File: src/rtl/ex_stage_arbiter.sv
// ex_stage_arbiter: round-robin sharing of the single execute stage
// between requesters, with an optional memory read before each op.
module ex_stage_arbiter #(
    parameter int NUM_REQ     = 2,
    parameter int DATA_W      = 32,
    parameter int CTRL_W      = 7,
    parameter int MEM_TIMEOUT = 15,
    localparam int ID_W = (NUM_REQ > 1) ? $clog2(NUM_REQ) : 1
) (
    input  logic                      clk,
    input  logic                      reset,
    input  logic [NUM_REQ-1:0]        req_valid,
    output logic [NUM_REQ-1:0]        req_ready,
    input  logic [NUM_REQ*CTRL_W-1:0] req_ctrl,
    input  logic [NUM_REQ*DATA_W-1:0] req_src1,
    input  logic [NUM_REQ*DATA_W-1:0] req_src2,
    input  logic [NUM_REQ*DATA_W-1:0] req_imm,
    output logic                      ex_en,
    output logic [CTRL_W-1:0]         ex_ctrl,
    output logic [DATA_W-1:0]         ex_src1,
    output logic [DATA_W-1:0]         ex_src2,
    output logic [DATA_W-1:0]         ex_imm,
    output logic [DATA_W-1:0]         ex_mem_rdata,
    input  logic [DATA_W-1:0]         ex_aluout,
    input  logic                      ex_carry,
    output logic                      mem_req,
    input  logic                      mem_ack,
    input  logic [DATA_W-1:0]         mem_rdata,
    output logic                      resp_valid,
    input  logic                      resp_ready,
    output logic [ID_W-1:0]           resp_id,
    output logic [DATA_W-1:0]         resp_data,
    output logic                      resp_carry,
    output logic                      resp_err
);

    localparam int CNT_W = $clog2(MEM_TIMEOUT + 1);

    typedef enum logic [2:0] {
        IDLE,
        MEM_WAIT,
        ISSUE,
        EXEC,
        RESP
    } state_t;

    state_t              state_q;
    logic [ID_W-1:0]     rr_ptr_q;
    logic [ID_W-1:0]     rr_ptr_d;
    logic [CNT_W-1:0]    cnt_q;
    logic                ex_en_q;
    logic [CTRL_W-1:0]   ex_ctrl_q;
    logic [DATA_W-1:0]   ex_src1_q;
    logic [DATA_W-1:0]   ex_src2_q;
    logic [DATA_W-1:0]   ex_imm_q;
    logic [DATA_W-1:0]   ex_mem_rdata_q;
    logic                mem_req_q;
    logic                resp_valid_q;
    logic [ID_W-1:0]     resp_id_q;
    logic [DATA_W-1:0]   resp_data_q;
    logic                resp_carry_q;
    logic                resp_err_q;

    logic                win_found;
    logic [ID_W-1:0]     win_id;
    logic [CTRL_W-1:0]   g_ctrl;
    logic [DATA_W-1:0]   g_src1;
    logic [DATA_W-1:0]   g_src2;
    logic [DATA_W-1:0]   g_imm;

    // First valid requester at or after rr_ptr, wrapping around
    always_comb begin
        int idx;
        idx       = 0;
        win_found = 1'b0;
        win_id    = '0;
        for (int i = 0; i < NUM_REQ; i++) begin
            idx = int'(rr_ptr_q) + i;
            if (idx >= NUM_REQ) idx = idx - NUM_REQ;
            if (!win_found && req_valid[ID_W'(idx)]) begin
                win_found = 1'b1;
                win_id    = ID_W'(idx);
            end
        end
    end

    // Operand mux for the winning requester
    always_comb begin
        g_ctrl = '0;
        g_src1 = '0;
        g_src2 = '0;
        g_imm  = '0;
        for (int i = 0; i < NUM_REQ; i++) begin
            if (win_id == ID_W'(i)) begin
                g_ctrl = req_ctrl[i*CTRL_W +: CTRL_W];
                g_src1 = req_src1[i*DATA_W +: DATA_W];
                g_src2 = req_src2[i*DATA_W +: DATA_W];
                g_imm  = req_imm[i*DATA_W +: DATA_W];
            end
        end
    end

    // Accept is only offered while idle and never during reset
    always_comb begin
        req_ready = '0;
        if (reset && state_q == IDLE && win_found)
            req_ready[win_id] = 1'b1;
    end

    // Pointer moves just past the requester that was serviced
    always_comb begin
        if (resp_id_q == ID_W'(NUM_REQ - 1))
            rr_ptr_d = '0;
        else
            rr_ptr_d = resp_id_q + 1'b1;
    end

    // Sequencer: grant, optional memory read, issue, capture, respond
    always_ff @(posedge clk or negedge reset) begin
        if (!reset) begin
            state_q        <= IDLE;
            rr_ptr_q       <= '0;
            cnt_q          <= '0;
            ex_en_q        <= 1'b0;
            ex_ctrl_q      <= '0;
            ex_src1_q      <= '0;
            ex_src2_q      <= '0;
            ex_imm_q       <= '0;
            ex_mem_rdata_q <= '0;
            mem_req_q      <= 1'b0;
            resp_valid_q   <= 1'b0;
            resp_id_q      <= '0;
            resp_data_q    <= '0;
            resp_carry_q   <= 1'b0;
            resp_err_q     <= 1'b0;
        end else begin
            ex_en_q <= 1'b0;
            unique case (state_q)
                IDLE: begin
                    if (win_found) begin
                        ex_ctrl_q <= g_ctrl;
                        ex_src1_q <= g_src1;
                        ex_src2_q <= g_src2;
                        ex_imm_q  <= g_imm;
                        resp_id_q <= win_id;
                        if (g_ctrl[CTRL_W-1]) begin
                            mem_req_q <= 1'b1;
                            cnt_q     <= '0;
                            state_q   <= MEM_WAIT;
                        end else begin
                            ex_en_q <= 1'b1;
                            state_q <= ISSUE;
                        end
                    end
                end
                MEM_WAIT: begin
                    if (mem_ack) begin
                        ex_mem_rdata_q <= mem_rdata;
                        cnt_q          <= '0;
                        mem_req_q      <= 1'b0;
                        ex_en_q        <= 1'b1;
                        state_q        <= ISSUE;
                    end else if (cnt_q == CNT_W'(MEM_TIMEOUT - 1)) begin
                        cnt_q        <= '0;
                        mem_req_q    <= 1'b0;
                        resp_data_q  <= '0;
                        resp_carry_q <= 1'b0;
                        resp_err_q   <= 1'b1;
                        resp_valid_q <= 1'b1;
                        state_q      <= RESP;
                    end else begin
                        cnt_q <= cnt_q + 1'b1;
                    end
                end
                ISSUE: state_q <= EXEC;
                EXEC: begin
                    resp_data_q  <= ex_aluout;
                    resp_carry_q <= ex_carry;
                    resp_err_q   <= 1'b0;
                    resp_valid_q <= 1'b1;
                    state_q      <= RESP;
                end
                RESP: begin
                    if (resp_ready) begin
                        resp_valid_q <= 1'b0;
                        rr_ptr_q     <= rr_ptr_d;
                        state_q      <= IDLE;
                    end
                end
                default: state_q <= IDLE;
            endcase
        end
    end

    assign ex_en        = ex_en_q;
    assign ex_ctrl      = ex_ctrl_q;
    assign ex_src1      = ex_src1_q;
    assign ex_src2      = ex_src2_q;
    assign ex_imm       = ex_imm_q;
    assign ex_mem_rdata = ex_mem_rdata_q;
    assign mem_req      = mem_req_q;
    assign resp_valid   = resp_valid_q;
    assign resp_id      = resp_id_q;
    assign resp_data    = resp_data_q;
    assign resp_carry   = resp_carry_q;
    assign resp_err     = resp_err_q;

endmodule
File: config.mk
export PLATFORM = sky130hd
export DESIGN_NAME = ex_stage_arbiter
export DESIGN_NICKNAME = d
export VERILOG_FILES = /design/src/rtl/ex_stage_arbiter.sv
export SDC_FILE = /design/constraint.sdc
export NUM_CORES = 1
export LEC_CHECK = 0
export BUFFER_PORTS_ARGS = -buffer_cell sky130_fd_sc_hd__clkbuf_2
export CORE_AREA = 2 2 175 177
export CTS_BUF_LIST = sky130_fd_sc_hd__clkbuf_4
export DETAILED_ROUTE_END_ITERATION = 16
export DIE_AREA = 0 0 177 179
export HOLD_SLACK_MARGIN = 0.15
export PLACE_DENSITY = 0.63
export SLEW_MARGIN = 30
export SYNTH_ARGS = -nofsm -noshare
export SYNTH_HDL_FRONTEND = slang
export SYNTH_SLANG_ARGS = --single-unit
File: constraint.sdc
create_clock -name clk -period 2.7 [get_ports clk]
set_clock_uncertainty 0.15 [all_clocks]
set_input_delay 0 -clock clk [delete_from_list [all_inputs] [get_ports clk]]
set_output_delay 0 -clock clk [all_outputs]
set_load 0.1 [all_outputs]
==> out/results.ini, run 1 <==
[synth]
synth-edff-count = 0
synth_area_leaders = dfrtp_1 (58%), mux2i_1 (13%), o21ai_0 (6.6%)
syn_area_um2 = 7800
post_synth.cell_area_avg_um2 = 11.8
syn-num-nets = 939
syn_inst = 660
ys_warn_count = 0
synth_most_common_cell = dfrtp_1
ys_seq_area_share_pct = 58.0
ys_async_sr_fraction_pct = 100
ys_top_cells_by_count = dfrtp_1 (181), nand2_1 (108), mux2i_1 (103), o21ai_0 (103), a22o_1 (33)
synth_area_leader_cell = dfrtp_1
synth_seq_cells = 181
synth_cell_type_count = 43
ys.flop_type = dfrtp_1
yosysTopAreaCellShare_pct = 58.0

[floorplanning]
design.portCount = 452
start_util_pct = 26.0
die_h_um = 179
fp.dieW_um = 177
row_count = 64

[placed_design]
routabilityCongestion = 0.826
dp_hpwl_um = 17100
numPortBuffers = 450
placed_area_um2 = 10400

[clock_tree]
clock_sinks = 181
cts_hold_buf = 301
post-cts-setup-buffers = 0
cts_buffers = 17
cts_resized = 0
root_buffer = clkbuf_4
cts.htree.levels = 4
clockBufferDepth = 2

[outcome]
status = stopped before the end
error_line = [ERROR RSZ-0060] Max buffer count reached.
haltStage = clock tree synthesis

through the flow:
step / setup slack (ns) / util [%] / hold WS [ns] / std cells
floorplan: 0.275 / - / -0.446 / 660
global placement: 0.613 / 34.7 / -0.269 / 1469
detailed placement: 0.568 / 34.7 / -0.269 / 1469
cells by family after synthesis:
| family | after synthesis | synth area share, % |
|---|---|---|
| flops | 181 | 58.0 |
| buf+inv | 54 | 4.33 |
| mux | 135 | 17.8 |
| simple gates | 130 | 7.20 |
| xor+xnor | 1 | 0.112 |
| fa+ha+maj | 2 | 0.321 |
| compound gates | 157 | 12.2 |
==> run 2: changes to the inputs <==
--- a/config.mk
+++ b/config.mk
@@ -7,11 +7,9 @@
 export LEC_CHECK = 0
 export BUFFER_PORTS_ARGS = -buffer_cell sky130_fd_sc_hd__clkbuf_2
 export CORE_AREA = 2 2 175 177
-export CTS_BUF_LIST = sky130_fd_sc_hd__clkbuf_4
 export DETAILED_ROUTE_END_ITERATION = 16
 export DIE_AREA = 0 0 177 179
-export HOLD_SLACK_MARGIN = 0.15
-export PLACE_DENSITY = 0.63
+export PLACE_DENSITY_LB_ADDON = 0.15
 export SLEW_MARGIN = 30
 export SYNTH_ARGS = -nofsm -noshare
 export SYNTH_HDL_FRONTEND = slang
==> out/results.ini, run 2 <==
[routing]
drt_iter0_markers = 284
wl_met3_um = 1740
detail_route.wl_per_cell_um = 14.6
via_count = 7599
top_layer = met4
vias_per_cell = 4.25
drc = 0
antenna_left = 0
wl_met1_um = 10800
met2WireLength_um = 12900
totalWireLength_um = 26100
drtPass1Iterations = 4

[synth]
ys_warn_count = 0  ; unchanged
synth_seq_cells = 181  ; unchanged
yosysTopAreaCellShare_pct = 58.0  ; unchanged
ys_async_sr_fraction_pct = 100  ; unchanged
ys_seq_area_share_pct = 58.0  ; unchanged
syn-num-nets = 939  ; unchanged
synth_area_leaders = dfrtp_1 (58%), mux2i_1 (13%), o21ai_0 (6.6%)
ys.flop_type = dfrtp_1
syn_inst = 660  ; unchanged
ys_top_cells_by_count = dfrtp_1 (181), nand2_1 (108), mux2i_1 (103), o21ai_0 (103), a22o_1 (33)
synth-edff-count = 0  ; unchanged
synth_area_leader_cell = dfrtp_1
synth_most_common_cell = dfrtp_1
post_synth.cell_area_avg_um2 = 11.8  ; unchanged
synth_cell_type_count = 43  ; unchanged
syn_area_um2 = 7800  ; unchanged

[floorplanning]
fp.dieW_um = 177  ; unchanged
start_util_pct = 26.0  ; unchanged
die_h_um = 179  ; unchanged
design.portCount = 452  ; unchanged
die_area_um2 = 31700
row_count = 64  ; unchanged
core_um2 = 30000

[grt]
grt_max_degree = 109
antenna_found_initial = 0
grt_pass1_vias = 7782
grtUsageTotal_pct = 16.0
grt_first_pass_wirelength_um = 39700
grt_overflow = 0

[placed_design]
dp_cells = 1475  ; +0.41%
numPortBuffers = 450  ; unchanged
dp_hpwl_um = 17700  ; +3.5%
routabilityCongestion = 0.781  ; -5.4%

[worst_setup_path]
required_ns = 2.85
cp.arrival_ns = 2.65
startpoint_type = flop
path_class = flop to flop
critPathCaptureType = flop
reg2reg_depth = 5
cp_max_fo = 85

[final_layout]
finalNonFillerCells = 1788
layout_commonest_cell = clkbuf_2
diodes = 0
final_cell_mix = clkbuf_2 (448), dlygate4sd3_1 (278), dfrtp_1 (181), nand2_1 (107)
area_growth_pct = 78.6
nets = 1658
drive_gt1_share_pct = 39.0

[sta]
rsz0062_at_grt = false
finalSetupViolCount = 0
period_share_pct = 92.6
final.setup.tns_ns = 0
tightest_slew_ns = 0.805
min_period_ns = 2.50
finalHoldViolations = 0
relSlewSlack_pct = 46.3
final_max_slew_viol_count = 0
timing.fmax_ghz = 0.400

[clock_tree]
clk_latency_ns = 0.42
clockBufferDepth = 2  ; unchanged
clock_sinks = 181  ; unchanged
cts.htree.levels = 4  ; unchanged
clk_pin_slew_ns = 0.08
cts_buffers = 17  ; unchanged
cts_tree = yes
root_buffer = clkbuf_16

[outcome]
status = finished clean

[job]
drv_cap = 0

[hold_path]
worstHoldPathType = input port to async pin

## run 2: logic make-up after synthesis
group | count (synthesis) | share of synthesized area (%)
flip-flops | 181 | 58.0
multiplexers | 135 | 17.8
AND/OR/NAND/NOR | 130 | 7.20
XOR/XNOR | 1 | 0.112
buffers and inverters | 54 | 4.33
AO/OA/AOI/OAI | 157 | 12.2
adder cells (fa/ha/maj) | 2 | 0.321
## run 2: metal layers
metal,up-vias,GRT usage (%)
met1,3525,19.1
met5,-,0
met2,271,27.8
met3,32,4.07
met4,0,5.44
li1,3771,-
## run 2: path summary, 6_finish.rpt
kind	from	end	slack [ns]
min in group clk	ex_aluout[13]	resp_data[13]$_DFFE_PN0P_	0.18
max reg2reg	state_q[0]$_DFFE_PN0P_	cnt_q[2]$_DFFE_PN0P_	0.20
max	state_q[0]$_DFFE_PN0P_	cnt_q[2]$_DFFE_PN0P_	0.20
max in group asynchronous	reset	ex_src1[28]$_DFFE_PN0P_	1.56
min	reset	ex_src2[3]$_DFFE_PN0P_	0.03
min reg2reg	ex_src1[27]$_DFFE_PN0P_	ex_src1[27]$_DFFE_PN0P_	0.33
## run 2: timing repair
item / CTS / global route
gates resized for setup: 0 / 0
setup endpoints to repair: 0 / 1
endpoints found under the hold margin: 299 / 0
hold buffers: 279 / 0
buffers inserted: 0 / 2
## run 2: metrics by stage
stage / hold WS (ns) / setup slack, ns / instance area (um2) / utilization (%)
2_1_floorplan: -0.446 / 0.275 / 7830 / -
3_3_place_gp: -0.203 / 0.579 / 10500 / 34.9
3_5_place_dp: -0.196 / 0.569 / 10500 / 34.9
4_1_cts: 0.0232 / 0.0433 / 13900 / 46.4
5_1_grt: 0.0422 / 0.108 / 13900 / 46.4
6_report: 0.0299 / 0.199 / 13900 / 46.4
## run 2: final cells by class
type                            count  area [um2]
Sequential cell                   181        4530
Clock buffer                       17         425
Clock inverter                     15         206
Multi-Input combinational cell    425        2970
Timing Repair Buffer              749        5290
Inverter                            5        18.8
Fill cell                        2810       16100
Tap cell                          396         495
## run 2: worst max-delay path, cell delays in order, from the launching register on
cell and delay, ns:
dfrtp_1 0.51, or4b_4 0.63, buf_12 0.20, o211ai_1 0.20, o311ai_1 0.11, dlygate4sd3_1 0.58
Power of run 2 is not shown: default switching activity piles up to over one toggle a cycle in this logic, so the estimate is an artifact.
